### src/rtl/serial_frame_rx_pkg.sv
// Shared definitions for the serial frame receiver: FSM state encoding and
// the bit-counter width helper.
package serial_frame_rx_pkg;

    typedef enum logic [2:0] {
        ST_IDLE    = 3'd0,
        ST_DATA    = 3'd1,
        ST_PARITY  = 3'd2,
        ST_STOP    = 3'd3,
        ST_WAIT_HI = 3'd4
    } state_t;

    // Bits needed to index n positions; never less than one.
    function automatic int clog2(input int n);
        int r;
        r = 1;
        for (int i = 1; i < 31; i++) begin
            if ((1 << i) < n) r = i + 1;
        end
        return r;
    endfunction

endpackage

### src/rtl/serial_frame_rx_shift_reg.sv
// Receive shift register: writes one indexed bit per enabled edge and
// exposes the XOR of all stored bits for the parity comparison.
module rx_shift_reg
    import serial_frame_rx_pkg::*;
#(
    parameter int WIDTH = 8,
    parameter int CNT_W = 3
) (
    input  logic             clk,
    input  logic             C_n,
    input  logic             wr_en,
    input  logic [CNT_W-1:0] idx,
    input  logic             bit_in,
    output logic [WIDTH-1:0] shift,
    output logic             parity
);

    always_ff @(posedge clk or negedge C_n) begin
        if (!C_n) begin
            shift <= '0;
        end else if (wr_en) begin
            shift[idx] <= bit_in;
        end
    end

    assign parity = ^shift;

endmodule

### src/rtl/serial_frame_rx.sv
// Serial frame receiver: start bit, WIDTH data bits LSB-first, optional even
// parity, stop bit; delivers words on a valid/ready port with error status.
module serial_frame_rx
    import serial_frame_rx_pkg::*;
#(
    parameter int WIDTH     = 8,
    parameter bit PARITY_EN = 1'b1
) (
    input  logic             clk,
    input  logic             C_n,
    input  logic             bit_in,
    input  logic             bit_en,
    input  logic             ready_in,
    input  logic             err_clr,
    output logic [WIDTH-1:0] data_out,
    output logic             valid_out,
    output logic             par_err,
    output logic             frame_err,
    output logic             overrun,
    output logic             busy
);

    localparam int               CNT_W = clog2(WIDTH);
    localparam logic [CNT_W-1:0] LAST  = CNT_W'(WIDTH - 1);

    state_t           state;
    logic [CNT_W-1:0] cnt;
    logic             pend_perr;
    logic [WIDTH-1:0] shift;
    logic             parity;
    logic             shift_wr;

    assign shift_wr = bit_en && (state == ST_DATA);
    assign busy     = (state != ST_IDLE);

    rx_shift_reg #(
        .WIDTH (WIDTH),
        .CNT_W (CNT_W)
    ) u_shift (
        .clk    (clk),
        .C_n    (C_n),
        .wr_en  (shift_wr),
        .idx    (cnt),
        .bit_in (bit_in),
        .shift  (shift),
        .parity (parity)
    );

    always_ff @(posedge clk or negedge C_n) begin
        if (!C_n) begin
            state     <= ST_IDLE;
            cnt       <= '0;
            pend_perr <= 1'b0;
            data_out  <= '0;
            valid_out <= 1'b0;
            par_err   <= 1'b0;
            frame_err <= 1'b0;
            overrun   <= 1'b0;
        end else begin
            frame_err <= 1'b0;
            // Handshake and error clear run every edge; a same-edge overrun
            // set further down takes precedence over err_clr.
            if (valid_out && ready_in) valid_out <= 1'b0;
            if (err_clr) overrun <= 1'b0;

            if (bit_en) begin
                case (state)
                    ST_IDLE: begin
                        cnt <= '0;
                        if (!bit_in) state <= ST_DATA;
                    end
                    ST_DATA: begin
                        cnt <= cnt + 1'b1;
                        if (cnt == LAST) begin
                            if (PARITY_EN) state <= ST_PARITY;
                            else           state <= ST_STOP;
                        end
                    end
                    ST_PARITY: begin
                        pend_perr <= parity ^ bit_in;
                        state     <= ST_STOP;
                    end
                    ST_STOP: begin
                        if (bit_in) begin
                            state <= ST_IDLE;
                            if (!valid_out || ready_in) begin
                                data_out  <= shift;
                                par_err   <= pend_perr & PARITY_EN;
                                valid_out <= 1'b1;
                            end else begin
                                overrun <= 1'b1;
                            end
                        end else begin
                            frame_err <= 1'b1;
                            state     <= ST_WAIT_HI;
                        end
                    end
                    ST_WAIT_HI: begin
                        if (bit_in) state <= ST_IDLE;
                    end
                    default: state <= ST_IDLE;
                endcase
            end
        end
    end

endmodule

### config.mk
export PLATFORM = sky130hd
export DESIGN_NAME = serial_frame_rx
export DESIGN_NICKNAME = d
export VERILOG_FILES = /design/src/rtl/serial_frame_rx_pkg.sv /design/src/rtl/serial_frame_rx_shift_reg.sv /design/src/rtl/serial_frame_rx.sv
export SDC_FILE = /design/constraint.sdc
export NUM_CORES = 1
export LEC_CHECK = 0
export ABC_CLOCK_PERIOD_IN_PS = 3600
export CORE_MARGIN = 2
export CORE_UTILIZATION = 50
export DETAILED_ROUTE_END_ITERATION = 8
export GPL_TIMING_DRIVEN = 0
export PLACE_DENSITY = 0.74
export SYNTH_ARGS = -nofsm -noshare
export SYNTH_HDL_FRONTEND = slang
export SYNTH_HIERARCHICAL = 1
export SYNTH_SLANG_ARGS = --single-unit
### constraint.sdc
create_clock -name clk -period 3.6 [get_ports clk]
set_clock_uncertainty 0.15 [all_clocks]
set_input_delay 1.08 -clock clk [delete_from_list [all_inputs] [get_ports clk]]
set_output_delay 1.08 -clock clk [all_outputs]
set_load 0.05 [all_outputs]
==> summary.md <==
| Metric | Value |
|---|---|
| Status | `finished clean` |
| Setup TNS | `0 ns` |
| Nets | `132` |
| First-pass GRT wire length | `3.684 mm` |
| Min-Delay Path Class | `flip-flop to flip-flop` |
| Pwr per Cell Area | `756.3 nW/µm²` |
| Max FO, Critical Path | `10` |
| Detailed Routing Iterations Pass 1 | `4` |
| Largest net degree at the start of global routing | `28` |
| Final Hold Vio Count | `0` |
| GRT Util Overall | `17.48%` |
| HPWL after detailed placement | `1.600 mm` |
| Fill cell count | `223` |
| Net Count, Synth | `109` |
| Post-synthesis sequential area ratio | `51.77%` |
| Wire per inst | `14.51 µm` |
| CP startpoint kind | `flip-flop` |
| Via Count | `840` |
| Max-slew violations | `0` |
| Post-route worst setup slack | `0.2224 ns` |
| Vias per cell | `5.490` |
| Die Y | `55.09 µm` |
| DRC Markers | `0` |
| R2r endpoint | `u_shift/shift[2]` |
| # clock sinks | `27` |
| P_leak | `0.7104 nW` |
| WHS Path Cells | `1` |
| Area of the mapped netlist | `1305 µm²` |
| Cell count after synthesis | `101` |
| Diodes inserted | `0` |
| Vias in the first global route | `806` |
| Post_cts resized | `0` |
| Core area | `2477 µm²` |
| Chip width | `55.09 µm` |
| Area Growth Syn to Fin | `18.70%` |
| CTS max path bufs | `2` |
| Initial antenna violation count | `0` |
| Tmin final | `3.378 ns` |
| Max Freq | `296.1 MHz` |
| Tcrit/Tclk final | `93.82%` |
| Worst reg2reg path depth | `5` |
| Worst r2r src | `state[2]` |
| Post-DRT Antenna Nets | `0` |
| Rows | `18` |
| Endpoint type of the worst setup path | `output pin` |
| Max Cap Violations | `0` |
| Gpl congestion | `0.7952` |
| Hold Crit Start | `data_out[1]` |
| Setup Buffers After CTS | `0` |
| Hold Crit Endpoint | `data_out[1]` |
| Setup-failing EPs final | `0` |
| Register clock-pin slew on the reported worst setup and hold paths | `0.14 ns` |
| Synth unique cells | `31` |
| Mean Syn Cell Area | `12.92 µm²` |
| Layout cells sized above 1 | `16.26%` |
| CTS tree | `built` |
| Die area | `3035 µm²` |
| DP Worst Slack | `0.06209 ns` |
| Crit path DAT | `2.15 ns` |
| PortBufs | `18` |
| IO Pins | `19` |
| Max-Slew Margin vs Limit | `21.24%` |
| Ys Warns | `6` |
| H-tree depth | `1` |
| Initial Util | `52.68%` |
| R2R Setup Slk | `1.19 ns` |
| Worst Tran Pin Value | `1.178 ns` |
| RSZ-0062 raised after global routing | `false` |
| DRT iter0 DRCs | `8` |
| Required time of the critical path | `2.37 ns` |
| Skew-Pair Late Insertion Delay | `0.32 ns` |
| Critical path class | `flip-flop to output pin` |
| Root buf cell | `clkbuf_4` |
| CTS Buf Count | `3` |
| Post-CTS Hold Fix Bufs | `0` |
| Peak supply drop | `0.5515 mV` |
| Post-Route WL | `2.220 mm` |
| GRT overflow | `0` |
| Yosys reg bits | `27` |
state kept, by name, summed over array words and instances (netlist names):
name           cells
cnt                3
data_out           8
frame_err          1
overrun            1
par_err            1
pend_perr          1
state              3
u_shift/shift      8
valid_out          1
worst max-delay path by stage:
stage,startpoint,end,slack [ns],cells after the start
2_1_floorplan,bit_en,u_shift/shift[2],0.94,5
3_3_place_gp,bit_en,u_shift/shift[2],0.1,6
3_5_place_dp,bit_en,u_shift/shift[2],0.06,6
4_1_cts,state[1],busy,0.21,3
5_1_grt,state[1],busy,0.11,3
6_report,state[1],busy,0.22,3
cell families (layout without fill, tap and decap cells):
logic type	count (synthesis)	in the layout	share of synthesized area [%]
simple gates	28	28	14.96
flops	27	27	51.77
mux	17	17	17.26
compound gates	15	15	7.480
xor+xnor	8	8	5.369
buf+inv	4	26	1.246
fa+ha+maj	2	2	1.917
cell type report:
cell class / instances / area (µm²) / share of cell area (%)
Tap cell: 30 / 37.54 / 2.423
Clock buffer: 4 / 26.28 / 1.696
Buffer: 2 / 8.758 / 0.5654
Sequential cell: 27 / 675.6 / 43.62
Inverter: 2 / 7.507 / 0.4847
Multi-Input combinational cell: 70 / 613.1 / 39.58
Timing Repair Buffer: 18 / 180.2 / 11.63
per-layer routing:
metal  track usage (%)  part of all wire (%)  routed length [µm]
met2             27.38                    49                1079
met1             23.75                    47                1051
met5                 0                     0                   0
met4             8.537                   1.4                  31
met3             2.419                   2.6                  58
synth_stat cells, drive strengths merged:
master | count | area (µm²)
a21o | 1 | 7.510
a22o | 1 | 8.760
a31oi | 1 | 6.260
a41oi | 1 | 8.760
and2b | 1 | 8.760
and3 | 1 | 11.26
buf | 1 | 5.000
clkbuf | 1 | 3.750
dfrtp | 27 | 675.7
ha | 2 | 25.02
inv | 2 | 7.510
mux2 | 17 | 225.2
nand2 | 9 | 33.78
nand2b | 3 | 28.78
nand3 | 1 | 17.52
nand4 | 1 | 6.260
nand4b | 2 | 17.52
nor2 | 2 | 7.510
nor3 | 3 | 15.01
nor3b | 3 | 32.53
o21ai | 6 | 30.03
o22ai | 1 | 6.260
o31ai | 4 | 30.03
or3 | 1 | 6.260
or4b | 1 | 10.01
xnor2 | 7 | 61.31
xor2 | 1 | 8.760
power by group:
group | internal, mW | total, mW | switching [mW]
registers | 0.393 | 0.487 | 0.0936
logic | 0.272 | 0.557 | 0.285
clock network | 0.0434 | 0.128 | 0.0844
cells in the final DEF (no fill, tap or decap):
cell type	netlist	layout
a21o_1	1	1
a22o_1	1	1
a31oi_1	1	1
a41oi_1	1	1
and2b_2	1	1
and3_4	1	1
buf_2	1	1
clkbuf_1	1	2
clkbuf_4	0	3
clkdlybuf4s50_1	0	18
dfrtp_1	27	27
ha_1	2	2
inv_1	2	2
mux2_1	8	8
mux2_4	9	9
nand2_1	9	9
nand2b_1	1	1
nand2b_2	1	1
nand2b_4	1	1
nand3_4	1	1
nand4_1	1	1
nand4b_1	2	2
nor2_1	2	2
nor3_1	3	3
nor3b_1	1	1
nor3b_2	2	2
o21ai_0	6	6
o22ai_1	1	1
o31ai_1	4	4
or3_1	1	1
or4b_1	1	1
xnor2_1	7	7
xor2_1	1	1
critical path, cell delays in order (launching register included):
cell and delay, ns:
dfrtp_1 0.48, clkbuf_1 0.23, or3_1 0.41, clkdlybuf4s50_1 0.71
metrics by stage:
stage,area [µm²],power [mW],hold slack [ns],utilization (%),std cells
3_3_place_gp,1523,1.036,0.3425,61.46,149
3_5_place_dp,1523,1.052,0.3507,61.46,149
2_1_floorplan,1305,0.9125,0.3324,-,101
5_1_grt,1549,1.268,0.4010,62.53,153
4_1_cts,1549,1.183,0.3827,62.53,153
6_report,1549,1.171,0.3775,62.53,153
Note: power is estimated with default switching activity, not from simulation.
